## src/rtl/cv_pkg.sv

```systemverilog
// Shared definitions for the commitment packer and the SM3 hasher it drives.
package cv_pkg;

    localparam int DIGEST_W = 256;
    localparam int BLK_W    = 512;
    localparam int RIDX_W   = 8;

    // SM3 initial hash value; the hasher seeds its chaining state from this.
    localparam logic [DIGEST_W-1:0] SM3_IV =
        256'h7380166f_4914b2b9_172442d7_da8a0600_a96f30bc_163138aa_e38dee4d_b0fb0e4e;

    typedef enum logic [2:0] {
        IDLE,
        CHECK,
        REQ,
        REL,
        FLUSH,
        DONE
    } cv_state_t;

    // FIFO entry layout: bit BLK_W is the last-block flag, below it the block.
    function automatic logic [BLK_W:0] pack_entry(input logic last,
                                                  input logic [DIGEST_W-1:0] even_d,
                                                  input logic [DIGEST_W-1:0] odd_d);
        return {last, even_d, odd_d};
    endfunction

endpackage

```

## src/rtl/cv_blk_fifo.sv

```systemverilog
// First-word-fall-through buffer of packed 512-bit blocks plus a last flag.
// The head entry is visible on pop_data whenever empty is low; there is no
// bypass, so a pushed entry appears one cycle after the push edge.
module cv_blk_fifo
    import cv_pkg::*;
#(
    parameter int DEPTH = 4
) (
    input  logic                     clk,
    input  logic                     reset,
    input  logic                     push,
    input  logic [BLK_W:0]           push_data,
    input  logic                     pop,
    output logic [BLK_W:0]           pop_data,
    output logic                     full,
    output logic                     empty,
    output logic [$clog2(DEPTH):0]   count
);

    localparam int AW = $clog2(DEPTH);
    localparam int CW = AW + 1;

    logic [BLK_W:0] mem [DEPTH];
    logic [AW-1:0]  wr_ptr;
    logic [AW-1:0]  rd_ptr;
    logic           do_push;
    logic           do_pop;

    assign full     = (count == CW'(DEPTH));
    assign empty    = (count == '0);
    assign do_pop   = pop && !empty;
    assign do_push  = push && !full;
    assign pop_data = mem[rd_ptr];

    // Storage array; contents are don't-care until written, so no reset.
    always_ff @(posedge clk) begin
        if (do_push) begin
            mem[wr_ptr] <= push_data;
        end
    end

    // Pointers wrap naturally because DEPTH is a power of two.
    always_ff @(posedge clk or posedge reset) begin
        if (reset) begin
            wr_ptr <= '0;
            rd_ptr <= '0;
            count  <= '0;
        end else begin
            if (do_push) wr_ptr <= wr_ptr + AW'(1);
            if (do_pop)  rd_ptr <= rd_ptr + AW'(1);
            case ({do_push, do_pop})
                2'b10:   count <= count + CW'(1);
                2'b01:   count <= count - CW'(1);
                default: count <= count;
            endcase
        end
    end

endmodule

```

## src/rtl/cv_commit_packer.sv

```systemverilog
// Sequences one SM3 hasher request per round, pairs consecutive digests into
// 512-bit blocks and streams them to the challenge-hash stage.
//
// state | meaning
// ------+--------------------------------------------------------------
// IDLE  | waiting for run_start
// CHECK | decide whether the next request may issue (odd index needs a free slot)
// REQ   | hash_start high, waiting for hash_done; capture or push the digest
// REL   | hash_start low for one cycle so the hasher drops its done flag
// FLUSH | all digests taken, waiting for the FIFO to drain
// DONE  | one-cycle run_done pulse, then back to IDLE
module cv_commit_packer
    import cv_pkg::*;
#(
    parameter int NUM_ROUNDS = 8,
    parameter int FIFO_DEPTH = 4
) (
    input  logic                 clk,
    input  logic                 reset,
    input  logic                 run_start,
    output logic                 hash_start,
    input  logic                 hash_done,
    input  logic [DIGEST_W-1:0]  hash_value,
    output logic [RIDX_W-1:0]    round_idx,
    output logic                 blk_valid,
    input  logic                 blk_ready,
    output logic [BLK_W-1:0]     blk_data,
    output logic                 blk_last,
    output logic                 busy,
    output logic                 run_done
);

    localparam int                CNT_W    = $clog2(FIFO_DEPTH) + 1;
    localparam logic [RIDX_W-1:0] LAST_IDX = RIDX_W'(NUM_ROUNDS - 1);

    cv_state_t           state;
    logic [DIGEST_W-1:0] half_reg;
    logic                fifo_push;
    logic [BLK_W:0]      fifo_wdata;
    logic [BLK_W:0]      fifo_head;
    logic                fifo_full;
    logic                fifo_empty;
    logic [CNT_W-1:0]    fifo_count;
    logic                odd_idx;

    assign odd_idx    = round_idx[0];
    assign fifo_push  = (state == REQ) && hash_done && odd_idx && !fifo_full;
    assign fifo_wdata = pack_entry(round_idx == LAST_IDX, half_reg, hash_value);

    assign blk_valid  = !fifo_empty;
    assign blk_last   = fifo_head[BLK_W];
    assign blk_data   = fifo_head[BLK_W-1:0];

    cv_blk_fifo #(
        .DEPTH (FIFO_DEPTH)
    ) u_fifo (
        .clk       (clk),
        .reset     (reset),
        .push      (fifo_push),
        .push_data (fifo_wdata),
        .pop       (blk_ready),
        .pop_data  (fifo_head),
        .full      (fifo_full),
        .empty     (fifo_empty),
        .count     (fifo_count)
    );

    // Run sequencer with registered hash_start/busy/run_done decodes.
    always_ff @(posedge clk or posedge reset) begin
        if (reset) begin
            state      <= IDLE;
            hash_start <= 1'b0;
            round_idx  <= '0;
            half_reg   <= '0;
            busy       <= 1'b0;
            run_done   <= 1'b0;
        end else begin
            run_done <= 1'b0;
            case (state)
                IDLE: begin
                    if (run_start) begin
                        round_idx <= '0;
                        busy      <= 1'b1;
                        state     <= CHECK;
                    end
                end
                CHECK: begin
                    // An odd request completes a block, so reserve its slot now.
                    if (!odd_idx || (fifo_count < CNT_W'(FIFO_DEPTH))) begin
                        hash_start <= 1'b1;
                        state      <= REQ;
                    end
                end
                REQ: begin
                    if (hash_done) begin
                        if (!odd_idx) begin
                            half_reg <= hash_value;
                        end
                        hash_start <= 1'b0;
                        state      <= REL;
                    end
                end
                REL: begin
                    if (round_idx == LAST_IDX) begin
                        state <= FLUSH;
                    end else begin
                        round_idx <= round_idx + RIDX_W'(1);
                        state     <= CHECK;
                    end
                end
                FLUSH: begin
                    if (fifo_empty) begin
                        run_done <= 1'b1;
                        state    <= DONE;
                    end
                end
                DONE: begin
                    busy  <= 1'b0;
                    state <= IDLE;
                end
                default: begin
                    hash_start <= 1'b0;
                    busy       <= 1'b0;
                    state      <= IDLE;
                end
            endcase
        end
    end

endmodule

```

## config.mk

```make
export PLATFORM = sky130hd
export DESIGN_NAME = cv_commit_packer
export DESIGN_NICKNAME = d
export VERILOG_FILES = /design/src/rtl/cv_pkg.sv /design/src/rtl/cv_blk_fifo.sv /design/src/rtl/cv_commit_packer.sv
export SDC_FILE = /design/constraint.sdc
export NUM_CORES = 2
export LEC_CHECK = 0
export BUFFER_PORTS_ARGS = -buffer_cell sky130_fd_sc_hd__buf_2
export CAP_MARGIN = 30
export CORE_MARGIN = 2
export CORE_UTILIZATION = 59
export CTS_BUF_LIST = sky130_fd_sc_hd__clkbuf_16
export DETAILED_ROUTE_END_ITERATION = 16
export PLACE_DENSITY_LB_ADDON = 0.2
export SETUP_SLACK_MARGIN = 0.2
export SYNTH_ARGS = -nofsm -noshare
export SYNTH_HDL_FRONTEND = slang
export SYNTH_HIERARCHICAL = 1
export SYNTH_SLANG_ARGS = --single-unit
```

## constraint.sdc

```tcl
create_clock -name clk -period 16.95 [get_ports clk]
set_input_delay 2.5425 -clock clk [delete_from_list [all_inputs] [get_ports clk]]
set_output_delay 2.5425 -clock clk [all_outputs]
set_load 0.02 [all_outputs]
```

# [Word-level counts from Yosys, hierarchy flattened]
# Memory sizes are Yosys's and may differ from the RTL's.
# Cells that the tools add are included.
[classes] n_eq_ne=14 bitwise=3 n_reduce_logical=20 addsub=5 mux=19 magnitude_cmp=1
[ops] op="2-to-1 mux 8 bit" count=2
[ops] op="case mux 8 bit (2 select lines)" count=1
[ops] op="2-to-1 mux 3 bit" count=5
[ops] op="case mux 3 bit (5 select lines)" count=1
[ops] op="equality test 3 bit (second input constant)" count=3
[ops] op="AND reduction 3 bit" count=3
[ops] op="adder 8 x 1 -> 8 bit (second input constant)" count=1
[ops] op="equality test 8 x 3 -> 1 bit (second input constant)" count=1
[ops] op="inequality test 2 bit (second input constant)" count=4
[ops] op="OR reduction 4 bit" count=2
[ops] op="2-to-1 mux 1 bit" count=7
[ops] op="equality test 3 x 2 -> 1 bit (second input constant)" count=2
[ops] op="zero test 3 bit" count=2
[ops] op="case mux 3 bit (2 select lines)" count=1
[ops] op="logical AND 1 bit" count=5
[ops] op="adder 2 x 1 -> 2 bit (second input constant)" count=2
[ops] op="AND reduction 4 bit" count=1
[ops] op="nonzero test 2 bit" count=2
[ops] op="adder 3 x 1 -> 3 bit (second input constant)" count=1
[ops] op="equality test 3 x 1 -> 1 bit (second input constant)" count=1
[ops] op="zero test 1 bit" count=3
[ops] op="less-than comparator 3 bit (second input constant)" count=1
[ops] op="NOT 1 bit" count=3
[ops] op="case mux 1 bit (3 select lines)" count=1
[ops] op="other kinds (7)" count=7
[word_totals] mem_bits_rw=2052 mem_count=1 register_bits=277 out_inout_bits=525 elab_cells=72 input_bits=261
[mem_list] name="u_fifo.mem" words=4 word_bits=513 rd=1 rd_clocked_by_memory_dff=0 wr=1 line_no="cv_blk_fifo.sv:23" rtl="logic [BLK_W:0] mem [DEPTH];"

# [Logic depth before layout (Yosys ltp)]
[logic_depth] depth_word=7 ltp_mapped=12 mapped_depth_nobuf=11

# [Hierarchy]
# The synthesis kept the hierarchy.
[modules_own_cells] module="cv_blk_fifo" cells_per_inst=2717 instances=1 seq_area_each_um2=61794.3 area_per_inst_um2=74253.7
[modules_own_cells] module="cv_commit_packer" cells_per_inst=622 instances=1 seq_area_each_um2=6756.5 area_per_inst_um2=10378.7

# [Worst setup path before layout]
# OpenSTA, ideal clock, no wires.
[synth_timing] kind="input port to flip-flop" startpoint="input hash_done" endpoint="memory u_fifo/mem[2][0] (netlist bit) (enable)" setup_time_ps=945 setup_slack_ps=1200 cell_stages=4 t_required_ps=16005 t_arrival_ps=14805 path_buffers=0 path_cell_list="nand4b_2 > nor3b_1 > nor2b_1 > and2_1"
[synth_between] elab_chain_cells=6
[synth_rtl] item="start: declaration" line_no="cv_commit_packer.sv:22" rtl="input logic hash_done,"
[synth_rtl] item="logical AND 1 bit (3 in a row)" line_no="cv_commit_packer.sv:47" rtl="assign fifo_push = (state == REQ) && hash_done && odd_idx && !fifo_full;"
[synth_rtl] item="net fifo_push" line_no="cv_commit_packer.sv:38" rtl="logic fifo_push;"
[synth_rtl] item="logical AND 1 bit" line_no="cv_blk_fifo.sv:32" rtl="assign do_push = push && !full;"
[synth_rtl] item="2-to-1 mux 1 bit" line_no="cv_blk_fifo.sv:37" rtl="if (do_push) begin"
[synth_rtl] item="2-to-1 mux 1 bit (implied by the code)" line_no="cv_blk_fifo.sv:38" rtl="mem[wr_ptr] <= push_data;"
[synth_rtl] item="end: declaration" line_no="cv_blk_fifo.sv:23"
# The timed path passes the listed nets, and every way through them passes these cells.

# [Worst setup path in the final report]
[layout_timing] startpoint="register u_fifo.rd_ptr[1]" endpoint="output blk_data[169]"
[layout_between] elab_chain_cells=1
[layout_rtl] item="start: declaration" line_no="cv_blk_fifo.sv:25" rtl="logic [AW-1:0] rd_ptr;"
[layout_rtl] item="start signal: assignment" line_no="cv_blk_fifo.sv:50" rtl="if (do_pop) rd_ptr <= rd_ptr + AW'(1);"
[layout_rtl] item="memory (4 x 513 bit)"
[layout_rtl] item="end: declaration" line_no="cv_commit_packer.sv:27" rtl="output logic [BLK_W-1:0] blk_data,"
# No other way between the ends.

==> reports/results.ini <==
[clocking]
clkLatencyLatePin_ns = 0.81
clkSinkCount = 2329
h-tree-depth = 4
post_cts.repair.setup_buffers = 0
clk_pin_slew_ns = 0.06
cts_root_buffer = clkbuf_16
cts-resized-gates = 0
numCtsBuffers = 218
clockBufferDepth = 3
cts_tree = done
ctsHoldBuffers = 0

[global_route]
grt.busiest_layer = met2
grt_pass1_wl_um = 261000
grt_max_degree = 164
grt-ovfl-total = 0
use_met2 = 0.380
antenna_found_initial = 52
grt_pass1_vias = 38804
met1_usage = 0.329
grt_use_total = 0.244
use_met3 = 0.0773

[synthesis]
syn_inst = 3339
syn_area_mm2 = 0.0846
synth-main-ff-cell = edfxtp_1
yosysSeqAreaShare = 0.810
synth_fp_nets = 3607
ys_warn_count = 6
postSynthRegisterBits = 2329
synth-edff-count = 2052
synth_area_per_cell_um2 = 25.3
synthDistinctLibCells = 42
synthArstFlopShare = 0.119

[place]
dp.cells = 5922
place_area_mm2 = 0.0906
portBuffers = 785
dp_hpwl_um = 105000
gp_congestion = 0.772
post-place-ws_ns = 9.51

[setup_path]
setup.worst_path.start = u_fifo/rd_ptr[1]
end_kind = output port
worstPathMaxFanout = 163
crit_family = buffers and inverters
critical_path_arrival_ns = 5.01
worstReg2RegStart = state[2]
crit_chain = buf_12 > buf_4 > buf_16 > buf_4 > mux4_2 > buf_2
worst-path-buf-inv = 5
critical_path_class = flip-flop to output port
cp-start-kind = flip-flop
worst_path_largest_cell_delay_ns = 1.03
worstPathRequired_ns = 14.41
critPathSlowestCell = dfrtp_4
crit_path_frequent_cell = buf_4

[cells_and_area]
finish.utilization = 0.689
area_growth_pct = 15.5
layout_commonest_cell = edfxtp_1
drive_gt1_frac = 0.430
fin_cells = 6357
final_cell_mix = 2052 x edfxtp_1, 785 x buf_2, 513 x mux4_2
largest_register_ffs = 2052
stdcell_area_mm2 = 0.0978
nNetsFinal = 4528

[timing]
postLayoutSetupSlackWorst_ns = 9.40
fin_crit_sh = 0.445
rsz0062_at_grt = no
worstMarginPinSlew_ns = 1.40
drv_slew = 0
hold_ws_ns = 0.490
max-slew-margin-rel = 0.0700
finClkSkew_ns = 0.0417
hold_viol = 0
fin_crit_ns = 7.55
finalSetupViolations = 0
tns_ns = 0
clock.fmax_ghz = 0.132

[power_and_ir_drop]
irDropWorstVdd_uv = 163
static-leakage-power_nw = 33.5
p_total_mw = 17.0
power.density_mw_per_mm2 = 174

[detailed_routing]
wirelength_um = 178000
wl_per_cell_um = 28.0
drt-vias-per-instance = 5.95
post-route-drc-count = 0
detail_route.iter0.violations = 3134
ant_nets = 0
vias = 37853
first_pass_iters = 5

[floorplan]
die_h_um = 383
ios = 786
placementRows = 138
coreArea_mm2 = 0.142
initial_core_util = 0.596
die_area_mm2 = 0.146
die_x_um = 383

[run_status]
outcome = finished, final reports clean

[hold_path]
hold_start = half_reg[137]
hold_path.class = flip-flop to flip-flop

[job]
cap_violations = 0

==> cells in the mapped netlist, types with 2 or more instances <==
library cell,number,area (µm²)
buf_2,66,330
buf_6,30,338
mux4_2,513,11600
nor3b_1,2,15.0
xnor2_1,6,52.6
nor2_1,8,30.0
mux2_2,235,2650
ha_1,6,75.1
mux2i_1,5,50.1
inv_1,11,41.3
nand2_1,11,41.3
dfrtp_1,277,6930
nor3_1,4,20.0
nand3b_1,2,15.0
a21oi_1,3,15.0
buf_4,38,285
mux2_1,22,248
edfxtp_1,2052,61600
buf_1,3,11.3
nor2_4,2,22.5
o21ai_0,7,35.0
xor2_1,3,26.3
and2_1,4,25.0
nand3_1,4,20.0
clkbuf_1,8,30.0
==> metal layers <==
layer / up-vias / wire length, µm
met5: - / 356
met4: 56 / 6040
met3: 333 / 15800
met2: 1410 / 87700
met1: 20054 / 68400
li1: 16000 / -
==> worst paths after layout <==
check                                      to  cells after the start  slack [ns]
setup / recovery                blk_data[169]                      6        9.40
hold / removal             u_fifo/mem[0][393]                      0        0.49
setup reg to reg           u_fifo/mem[2][140]                      7       11.67
hold reg to reg            u_fifo/mem[0][393]                      0        0.49
max in group asynchronous        half_reg[99]                      3       13.76
min in group asynchronous    u_fifo/wr_ptr[0]                      2        1.75
==> report_power, final <==
part	leakage, nW	total, mW	switching, mW	internal, mW
sequential	21.8	7.69	0.501	7.18
clock	3.59	4.64	2.03	2.60
combinational	8.08	4.69	2.73	1.97
total	33.5	17.0	5.26	11.8
==> final cells by class <==
cell class	instances	area [µm²]
fill	8632	44100
clock buffer	222	5560
sequential	2329	68600
inverter	12	52.6
antenna	15	37.5
multi-input combinational	853	15100
timing repair buffer	846	4820
tap	1890	2360
clock inverter	190	1350
==> logic make-up (layout without fill, tap and decap cells) <==
group,after synthesis,in the layout,synth area share
flip-flops,2329,2329,0.810
buffers and inverters,157,1270,0.0123
XOR/XNOR,9,9,0.000931
adder cells (fa/ha/maj),7,7,0.00112
AND/OR/NAND/NOR,46,46,0.00315
AO/OA/AOI/OAI,16,16,0.00123
multiplexers,775,775,0.171
other,0,15,0
Power figures use the tool's default switching activity.
